==> src/rtl/comparador_sequencial.sv <==
// Registered unsigned comparator with a mode-selected relation, a run-length
// lock detector (IDLE/COUNT/LOCKED) and a saturating total-hit counter.
`timescale 1ns/1ps
module comparador_sequencial #(
    parameter int unsigned WIDTH   = 8,
    parameter int unsigned N_MATCH = 4,
    parameter int unsigned CNT_W   = 8
) (
    input  logic             clk,
    input  logic             rst,
    input  logic [WIDTH-1:0] A,
    input  logic [WIDTH-1:0] B,
    input  logic             VALID_IN,
    input  logic [1:0]       MODE,
    input  logic             CLR,
    output logic             X,
    output logic             EQ,
    output logic             GT,
    output logic             LT,
    output logic             VALID_OUT,
    output logic             LOCK,
    output logic [CNT_W-1:0] HITS
);

    localparam int unsigned      RUN_W    = $clog2(N_MATCH + 1);
    localparam logic [RUN_W-1:0] RUN_MAX  = RUN_W'(N_MATCH);
    localparam logic [CNT_W-1:0] HITS_MAX = '1;

    typedef enum logic [1:0] {
        S_IDLE,
        S_COUNT,
        S_LOCKED
    } state_t;

    state_t           r_state, w_state_nxt;
    logic [RUN_W-1:0] r_run, w_run_nxt, w_run_inc;
    logic [CNT_W-1:0] r_hits, w_hits_nxt;
    logic             r_lock;
    logic             r_x, r_eq, r_gt, r_lt, r_valid_out;
    logic             w_eq, w_gt, w_lt, w_rel;

    assign w_eq      = (A == B);
    assign w_gt      = (A > B);
    assign w_lt      = (A < B);
    assign w_run_inc = r_run + RUN_W'(1);

    // Relation chosen by the mode sampled alongside the operands
    always_comb begin
        w_rel = 1'b0;
        case (MODE)
            2'b00:   w_rel = w_eq;
            2'b01:   w_rel = w_gt;
            2'b10:   w_rel = w_lt;
            default: w_rel = w_gt | w_eq;
        endcase
    end

    // Next-state: CLR dominates, a miss restarts the run, LOCKED saturates
    always_comb begin
        w_state_nxt = r_state;
        w_run_nxt   = r_run;
        w_hits_nxt  = r_hits;
        if (CLR) begin
            w_state_nxt = S_IDLE;
            w_run_nxt   = '0;
            w_hits_nxt  = '0;
        end else if (VALID_IN) begin
            if (w_rel) begin
                if (r_hits != HITS_MAX) begin
                    w_hits_nxt = r_hits + CNT_W'(1);
                end
                if (r_state != S_LOCKED) begin
                    w_run_nxt   = w_run_inc;
                    w_state_nxt = (w_run_inc == RUN_MAX) ? S_LOCKED : S_COUNT;
                end
            end else begin
                w_state_nxt = S_IDLE;
                w_run_nxt   = '0;
            end
        end
    end

    always_ff @(posedge clk or posedge rst) begin
        if (rst) begin
            r_state <= S_IDLE;
            r_run   <= '0;
            r_hits  <= '0;
            r_lock  <= 1'b0;
        end else begin
            r_state <= w_state_nxt;
            r_run   <= w_run_nxt;
            r_hits  <= w_hits_nxt;
            r_lock  <= (w_state_nxt == S_LOCKED);
        end
    end

    // Result flags update only on valid samples and hold otherwise
    always_ff @(posedge clk or posedge rst) begin
        if (rst) begin
            r_x         <= 1'b0;
            r_eq        <= 1'b0;
            r_gt        <= 1'b0;
            r_lt        <= 1'b0;
            r_valid_out <= 1'b0;
        end else begin
            r_valid_out <= VALID_IN;
            if (VALID_IN) begin
                r_x  <= w_rel;
                r_eq <= w_eq;
                r_gt <= w_gt;
                r_lt <= w_lt;
            end
        end
    end

    assign X         = r_x;
    assign EQ        = r_eq;
    assign GT        = r_gt;
    assign LT        = r_lt;
    assign VALID_OUT = r_valid_out;
    assign LOCK      = r_lock;
    assign HITS      = r_hits;

endmodule

==> config.mk <==
export PLATFORM = sky130hd
export DESIGN_NAME = comparador_sequencial
export DESIGN_NICKNAME = d
export VERILOG_FILES = /design/src/rtl/comparador_sequencial.sv
export SDC_FILE = /design/constraint.sdc
export NUM_CORES = 1
export LEC_CHECK = 0
export ABC_CLOCK_PERIOD_IN_PS = 3510
export CELL_PAD_IN_SITES_DETAIL_PLACEMENT = 2
export CELL_PAD_IN_SITES_GLOBAL_PLACEMENT = 2
export CORE_MARGIN = 3
export CORE_UTILIZATION = 29
export DETAILED_ROUTE_END_ITERATION = 12
export GPL_ROUTABILITY_DRIVEN = 0
export PLACE_DENSITY_LB_ADDON = 0.1
export SLEW_MARGIN = 20
export SYNTH_ARGS = -nofsm -noshare
export SYNTH_HDL_FRONTEND = slang
export SYNTH_SLANG_ARGS = --single-unit
==> constraint.sdc <==
create_clock -name clk -period 3.51 [get_ports clk]
set_input_delay 0.702 -clock clk [delete_from_list [all_inputs] [get_ports clk]]
set_output_delay 0.702 -clock clk [all_outputs]
set_load 0.02 [all_outputs]
* Word-level counts from Yosys, hierarchy flattened
Cells that the tools add are included.
** Word-level totals
- Flip-flop bits (word level) :: 19
- Input bits :: 22
- Output and inout port bits :: 14
- Word-level logic and storage cells :: 42
** Operators by class
- Add/subtract/negate cells :: 2
- Magnitude comparators :: 2
- Equal/unequal tests :: 8
- Multiplexer cells :: 14
- Bitwise operators :: 1
- Reductions and logical operators :: 6
** Operator list (count)
- $mux W8 :: 4
- $mux W3 :: 4
- $mux W2 :: 5
- $add A8 B1 Y8 const B :: 1
- $eq A8 B8 Y1 :: 1
- $gt A8 B8 Y1 :: 1
- $lt A8 B8 Y1 :: 1
- $ne A8 B8 Y1 const B :: 1
- $reduce_bool A2 Y1 :: 3
- $eq A2 B2 Y1 const B :: 2
- $add A3 B1 Y3 const B :: 1
- $eq A3 B3 Y1 const B :: 1
- $ne A3 B2 Y1 const B :: 1
- $pmux W1 S3 :: 1
- $reduce_and A3 Y1 :: 1
- $eq A2 B1 Y1 const B :: 1
- $logic_not A2 Y1 :: 1
- $ne A2 B2 Y1 const B :: 1
- $reduce_and A2 Y1 :: 1
- $or A1 B1 Y1 :: 1

* Longest topological paths before layout
Gate-level depths: netlist of the first run.
- Depth in word-level cells :: 8
- Depth in mapped cells :: 10
- Depth with buffers taken out :: 9

* Worst setup path after synthesis of the first run
OpenSTA, ideal clock, no wires.
- Path type :: input to register
- From :: input port B[1]
- To :: register r_run[0]
- Library setup time :: 0.130 ns
- Arrival time :: 2.286 ns
- Data required time :: 3.380 ns
- Slack :: 1.093 ns
- Cell stages on the path :: 10
- Buffers on the path :: 1
- Cell sequence :: inv_1 ha_1 nor2b_1 o211ai_2 a21oi_1 o32a_2 and2_1 buf_4 a41oi_1 o41ai_1
** Between the ends
- Word-level cells in the longest chain between the ends :: 6
- Elaborated cells between the ends (all ways) :: 10
- Classes of those cells :: 2 x order compare; 2 x eq/ne; 4 x mux; 1 x bitwise; 1 x reduce/logical
** Ends and longest elaborated chain
- from (decl) :: line 12 : input logic [WIDTH-1:0] B,
- $gt A8 B8 Y1 or $eq A8 B8 Y1 (tied branches) :: line 43, 42
- $or A1 B1 Y1 :: line 54 : default: w_rel = w_gt | w_eq;
- $pmux W1 S3 (*) :: line 50 : case (MODE)
- $mux W3 :: line 68 : if (w_rel) begin
- $mux W3 :: line 67 : end else if (VALID_IN) begin
- $mux W3 :: line 63 : if (CLR) begin
- to (signal assigned) :: line 91 : r_run <= w_run_nxt;
- to (decl) :: line 36 : logic [RUN_W-1:0] r_run, w_run_nxt, w_run_inc;
Every way passes the cells marked *; elsewhere a longest branch is shown, timed or not. The select of a mux whose other input is x is not followed.
A chain may end at the register's enable or synchronous reset.

* Worst setup path in the final report of the first run
- From :: input port B[1]
- To :: register r_hits[5] (netlist: HITS[5])
** Between the ends
- Word-level cells in the longest chain between the ends :: 5
- Elaborated cells between the ends (all ways) :: 7
- Classes of those cells :: 2 x order compare; 1 x eq/ne; 1 x mux; 1 x bitwise; 2 x reduce/logical
** Ends and longest elaborated chain
- $gt A8 B8 Y1 or $eq A8 B8 Y1 (tied branches) :: line 43, 42
- $or A1 B1 Y1 :: line 54
- $pmux W1 S3 (*) :: line 50
- $reduce_bool A2 Y1 (no line) (*)
- $reduce_and A3 Y1 (no line) (*)
- to (signal assigned) :: line 92 : r_hits <= w_hits_nxt;
- to (decl) :: line 37 : logic [CNT_W-1:0] r_hits, w_hits_nxt;
Every way passes the cells marked *; elsewhere a longest branch is shown, timed or not.

==> results.md, run 1 <==
* Main synth FF type: dfrtp_1
* Compound-Gate Fraction of Synth Area at 0.1931
* Overflow after GRT at 0
* Post-Place Worst Slack at 0.2748 ns
* Worst Path Max Fanout at 11
* Number of synthesized flops with an enable pin at 0
* Main combinational cell family by area after synthesis: compound AO/OA/AOI/OAI gates
* Status: finished clean
* Flops & latches, synth at 19
* Cell taking the most area after synthesis: dfrtp_1
* Cells after Synth at 125
* Core Area at 3799 µm²
* Fillcell total at 410
* CP Data Arrival Time at 3.10 ns
* Syn Std Cell Area at 1192 µm²
* HP Class: register to register
* Post-Synth Simple-Gate Area at 0.1710
* Die Wd at 70.12 µm
* Share of layout cells above drive strength 1 at 0.08075
* Initial antenna violation count at 0
* RSZ-0062 raised after global routing: false
* Final setup viols at 0
* Via-per-instance ratio at 5.249
* H-tree levels at 1
* Max-Cap Viols at 0
* Max VDD drop at 137.2 µV
* Setup CP Type: input port to register
* Synth Area in Adders at 0.1154
* Final TNS setup at 0 ns
* Post-synthesis sequential area ratio at 0.3987
* Ant diodes at 0
* Total power at 0.5123 mW
* Num CTS Buffers at 3
* Post-layout min period at 2.923 ns
* Most frequent cells in the layout: clkdlybuf4s50_1 (35), dfrtp_1 (19), inv_1 (14)
* Fmax at 0.3422 GHz
* Synth cell types at 38
* Die height at 70.12 µm
* Fraction of synthesized area in multiplexers at 0.02728
* Most common cell after layout, fill and taps aside: clkdlybuf4s50_1
* DRT antenna net count at 0
* Pleak at 0.7241 nW
* Post-synthesis xor/xnor area fraction at 0.02204
* Ranking of synthesized cells by area: dfrtp_1 (40%), ha_1 (12%), a21oi_1 (5.5%)
* Overall routing resource usage at 0.1513
* Crit share post-route at 0.8326
* Finished Layout Cells at 209
* Deepest clock path buffer count at 2
* # port buffers at 35
* Nature of the critical path endpoint: register
* Clock Latency Late Sink at 0.26 ns
* Initial DRT Pass Iterations at 4
* Hold buffers post-CTS at 0
* Mean Syn Cell Area at 9.539 µm²
* Die ar. at 4917 µm²
* Clock slew at reported path FFs at 0.08 ns
* Initial core utilization at 0.3139
* DR iter-0 viols at 43
* Asr flop ratio synth at 1.000
* Root Buffer: clkbuf_8
* Clock Skews at 0.002373 ns
* Tightest Pin Transition at 0.7531 ns
* Largest net degree at the start of global routing at 20
* Max-slew headroom at 0.4974
* DRC viols at 0
* Ys Warns at 0
* Post-route worst setup slack at 0.5874 ns
* Slew Limit Fails at 0
* Final hold violation count at 0
* IO Count at 36
* Post-Syn Nets at 158
* First-pass GRT wire length at 5.940 mm
* CP Launch Type: input port
* Total Wirelength at 3.473 mm
* Post-CTS Setup Bufs at 0
* Via count at 1,097
* PwrDens at 315.7 nW/µm²
* CTS tree: built
* Placed cell count at 205
* CTS resizes at 0
* Critical path required time at 3.69 ns
* Row cnt at 22
* Number of global-route vias before repair at 1,218
* Clock Sink Count at 19
* Avg WL per Cell at 16.62 µm
* Post-DP HPWL at 2.682 mm
* Nets at 195
* Syn-to-layout area delta at 36.10%
* Yosys top cell area share at 0.3987
## synthesized netlist by cell type, types with 2 or more instances
| library cell | number |
|---|---|
| a21oi_1 | 13 |
| a41oi_1 | 3 |
| and3_1 | 4 |
| dfrtp_1 | 19 |
| ha_1 | 11 |
| inv_1 | 14 |
| mux2_2 | 2 |
| nand2_1 | 6 |
| nand3_1 | 5 |
| nor2_1 | 5 |
| nor2b_1 | 2 |
| o21ai_0 | 8 |
| o41ai_1 | 4 |
| or3_1 | 3 |
| xor2_1 | 3 |
## flip-flops by register name (all words and copies together), names as in the netlist
| register | count |
|---|---|
| VALID_OUT | 1 |
| LOCK | 1 |
| LT | 1 |
| X | 1 |
| GT | 1 |
| HITS | 8 |
| EQ | 1 |
| r_run | 3 |
| r_state | 2 |
## power breakdown
group	internal (mW)	switching, mW
logic	0.0573	0.0606
registers	0.229	0.00767
clock network	0.0791	0.0788
## layer usage
metal,track usage,routed length [µm],up-vias
met5,0,0,-
met4,0.06809,65,0
met3,0.02158,110,5
met2,0.2665,1758,27
met1,0.1805,1539,543
li1,-,-,522
## through the flow
stage | hold WS [ns] | utilization | instance area [µm²]
after detailed placement | 0.4780 | 0.4150 | 1577
after CTS | 0.4936 | 0.4272 | 1623
after global placement | 0.4870 | 0.4150 | 1577
after global routing | 0.5320 | 0.4272 | 1623
final | 0.4895 | 0.4272 | 1623
after floorplan | 0.4863 | - | 1192
## worst paths after layout
kind / from / endpoint / slack [ns] / cells past startpoint
max in group asynchronous: rst / HITS[2] / 2.17 / 2
min: GT / GT / 0.49 / 1
min in group asynchronous: rst / r_run[2] / 0.87 / 2
max reg2reg: HITS[0] / HITS[5] / 1.55 / 7
min reg2reg: GT / GT / 0.49 / 1
max: B[1] / HITS[5] / 0.59 / 10
## worst max-delay path, cell delays in order
cell	delay, ns
clkdlybuf4s50_1	0.45
inv_1	0.04
ha_1	0.29
nor2b_1	0.15
o211ai_2	0.13
a21oi_1	0.12
o21ai_0	0.30
nand3_2	0.29
or4_1	0.48
a21oi_1	0.15
## kinds of logic after synthesis
kind of cell | Yosys count
flip-flops | 19
multiplexers | 3
XOR/XNOR | 3
adder cells (fa/ha/maj) | 11
AO/OA/AOI/OAI | 35
AND/OR/NAND/NOR | 36
buffers and inverters | 18
## area by class of cell
cell class / instances / area [µm²] / share of cell area
Multi-Input combinational cell: 88 / 630.6 / 0.3886
Sequential cell: 19 / 475.5 / 0.2930
Timing Repair Buffer: 36 / 357.8 / 0.2205
Tap cell: 48 / 60.06 / 0.03701
Inverter: 14 / 52.55 / 0.03238
Clock buffer: 3 / 41.29 / 0.02544
Clock inverter: 1 / 5.005 / 0.003084
Power figures use the tool's default switching activity.
==> run 2: changes to the inputs <==
--- a/config.mk
+++ b/config.mk
@@ -5,11 +5,11 @@
 export SDC_FILE = /design/constraint.sdc
 export NUM_CORES = 1
 export LEC_CHECK = 0
-export ABC_CLOCK_PERIOD_IN_PS = 3510
+export ABC_CLOCK_PERIOD_IN_PS = 2800
 export CELL_PAD_IN_SITES_DETAIL_PLACEMENT = 2
 export CELL_PAD_IN_SITES_GLOBAL_PLACEMENT = 2
 export CORE_MARGIN = 3
-export CORE_UTILIZATION = 29
+export CORE_UTILIZATION = 27
 export DETAILED_ROUTE_END_ITERATION = 12
 export GPL_ROUTABILITY_DRIVEN = 0
 export PLACE_DENSITY_LB_ADDON = 0.1
==> constraint.sdc (replaced) <==
create_clock -name clk -period 2.8 [get_ports clk]
set_input_delay 0.56 -clock clk [delete_from_list [all_inputs] [get_ports clk]]
set_output_delay 0.56 -clock clk [all_outputs]
set_load 0.02 [all_outputs]
==> results.md, run 2 (synthesis gave the netlist of run 1 again) <==
* M2 GR Usage at 0.2730 (+0.006476)
* Global route hottest layer: met2
* H-tree levels at 1 (unchanged)
* Hold Slack at 0.5029 ns (+0.01340 ns)
* Crit share post-route at 0.9411
* Overall routing resource usage at 0.1470 (-0.004342)
* Clock Latency Late Sink at 0.26 ns (about the same)
* PwrDens at 386.5 nW/µm² (+22%)
* HP Class: register to register
* Fmax at 0.3795 GHz
* Crit path cell chain: clkdlybuf4s50_1 -> inv_1 -> ha_1 -> nor2b_1 -> o211ai_2 -> a21oi_2 -> o32a_2 -> and2_2 -> a41oi_1 -> o41ai_2
* Max VDD drop at 242.2 µV (+77%)
* Post-DP HPWL at 2.790 mm (+4.0%)
* Slew Limit Fails at 0 (unchanged)
* Initial core utilization at 0.2898 (-0.02415)
* Via count at 1,132 (+3.2%)
* CP Capture Point: r_run[0]
* IO Count at 36 (unchanged)
* Crit Reg-Reg Startpoint: HITS[0]
* RSZ-0062 raised after global routing: false
* Root Buffer: clkbuf_8
* Clock Skews at 0.005956 ns (+0.003583 ns)
* Ant diodes at 0 (unchanged)
* Clock slew at reported path FFs at 0.08 ns (about the same)
* Initial DRT Pass Iterations at 3 (-1)
* Overflow after GRT at 0 (unchanged)
* Max-slew headroom at 0.4894 (-0.007982)
* Largest net degree at the start of global routing at 20 (unchanged)
* Core Area at 4115 µm² (+8.3%)
* GR Layer Usage met1 at 0.1732 (-0.007250)
* Post-Place Worst Slack at -0.2257 ns (-0.5005 ns)
* Clock Sink Count at 19 (unchanged)
* Avg WL per Cell at 16.77 µm (+0.92%)
* Post-route worst setup slack at 0.1650 ns (-0.4224 ns)
* Syn-to-layout area delta at 44.18%
* FF-to-FF path depth at 7 (unchanged)
* First-pass GRT wire length at 6.065 mm (+2.1%)
* CP Launch Type: input port
* Num CTS Buffers at 3 (unchanged)
* Setup CP Type: input port to register
* Grt met3 use at 0.03878 (+0.01720)
* Post-layout min period at 2.635 ns
* Worst Path Max Fanout at 8 (-3)
* Slack of the worst reg-to-reg path at 0.96 ns (-0.59 ns)
* Nature of the critical path endpoint: register
* Final hold violation count at 0 (unchanged)
* Most common cell after layout, fill and taps aside: clkdlybuf4s50_1
* DRT antenna net count at 0 (unchanged)
* Share of layout cells above drive strength 1 at 0.1429 (+0.06211)
* Die height at 72.46 µm (+3.3%)
* DR iter-0 viols at 37 (-14%)
* Total Wirelength at 3.656 mm (+5.3%)
* Max-Cap Viols at 0 (unchanged)
* Placed Area at 1624 µm² (+3.0%)
* CP Data Arrival Time at 2.78 ns (-0.32 ns)
* Final setup viols at 0 (unchanged)
* Tightest Pin Transition at 0.7651 ns (+0.01196 ns)
* Most frequent cells in the layout: clkdlybuf4s50_1 (35), dfrtp_1 (19), inv_1 (14)
* Max reg flops at 8 (unchanged)
* Row cnt at 23 (+4.5%)
* Final core occ at 0.4178 (-0.009451)
* Status: finished clean
* Worst r2r dst: HITS[5]
* Crit. Startpoint: B[1]
* Pleak at 0.7669 nW (+5.9%)
* DRC viols at 0 (unchanged)
* Die ar. at 5250 µm² (+6.8%)
* Final instance area at 1719 µm² (+5.9%)
* Die Wd at 72.46 µm (+3.3%)
* Crit-path max cell delay at 0.45 ns (-0.03 ns)
* Critical path required time at 2.94 ns (-0.75 ns)
* Total power at 0.6645 mW (+30%)
* Number of global-route vias before repair at 1,211 (-0.57%)
* Initial antenna violation count at 0 (unchanged)
* Deepest clock path buffer count at 2 (unchanged)
* Nets at 202 (+3.6%)
* Fillcell total at 468 (+14%)
* Via-per-instance ratio at 5.193 (-1.1%)
* # port buffers at 35 (unchanged)
* CTS tree: built
* Crit-path slowest cell: clkdlybuf4s50_1
[run 2: cell types whose count changed in the layout (fill, tap and decap cells not counted), moves of 2 or more]
cell | previous run | this run
o21ai_1 | 0 | 2
o41ai_1 | 4 | 2
o41ai_2 | 0 | 2
buf_4 | 1 | 8
o21ai_0 | 8 | 6
[run 2: repair_timing]
action,CTS,global route
gates resized for setup,0,9
setup endpoints to repair,0,4
hold buffers,0,0
buffers inserted,0,1
[run 2: metrics by stage]
step,cells,TNS (ns)
floorplan,125,0
global placement,213,-0.4005
detailed placement,213,-0.7898
CTS,217,0
global route,218,0
finish,218,0
[run 2: area by class of cell]
class	instances	area, µm²	area share
Clock buffer	3	41.29	0.02402
Clock inverter	1	5.005	0.002911
Inverter	14	52.55	0.03057
Multi-Input combinational cell	88	671.9	0.3908
Sequential cell	19	475.5	0.2766
Tap cell	50	62.56	0.03639
Timing Repair Buffer	43	410.4	0.2387
[run 2: where the power goes]
part / internal, mW / total [mW] / switching, mW / leakage (nW)
logic: 0.0840 / 0.169 / 0.0847 / 0.486
registers: 0.287 / 0.297 / 0.0102 / 0.255
clock network: 0.0992 / 0.199 / 0.0996 / 0.0255
[run 2: per-layer routing]
metal	routed length [µm]	vias up
li1	-	539
met3	140	2
met1	1463	573
met2	2039	18
met4	13	0
met5	0	-
[run 2: worst min-delay path by stage]
stage	from	endpoint	slack (ns)	cells after the start
6_report	GT	GT	0.50	1
3_5_place_dp	GT	GT	0.49	1
5_1_grt	GT	GT	0.53	1
3_3_place_gp	GT	GT	0.47	1
2_1_floorplan	r_run[2]	r_run[2]	0.49	1
4_1_cts	GT	GT	0.51	1
[run 2: worst max-delay path: cells and delay by family]
kind | cells | cell delay (ns)
AOI/OAI and AO/OA | 5 | 1.06
adders and majority gates | 1 | 0.27
buffers and inverters | 2 | 0.49
and+or+nand+nor | 2 | 0.38
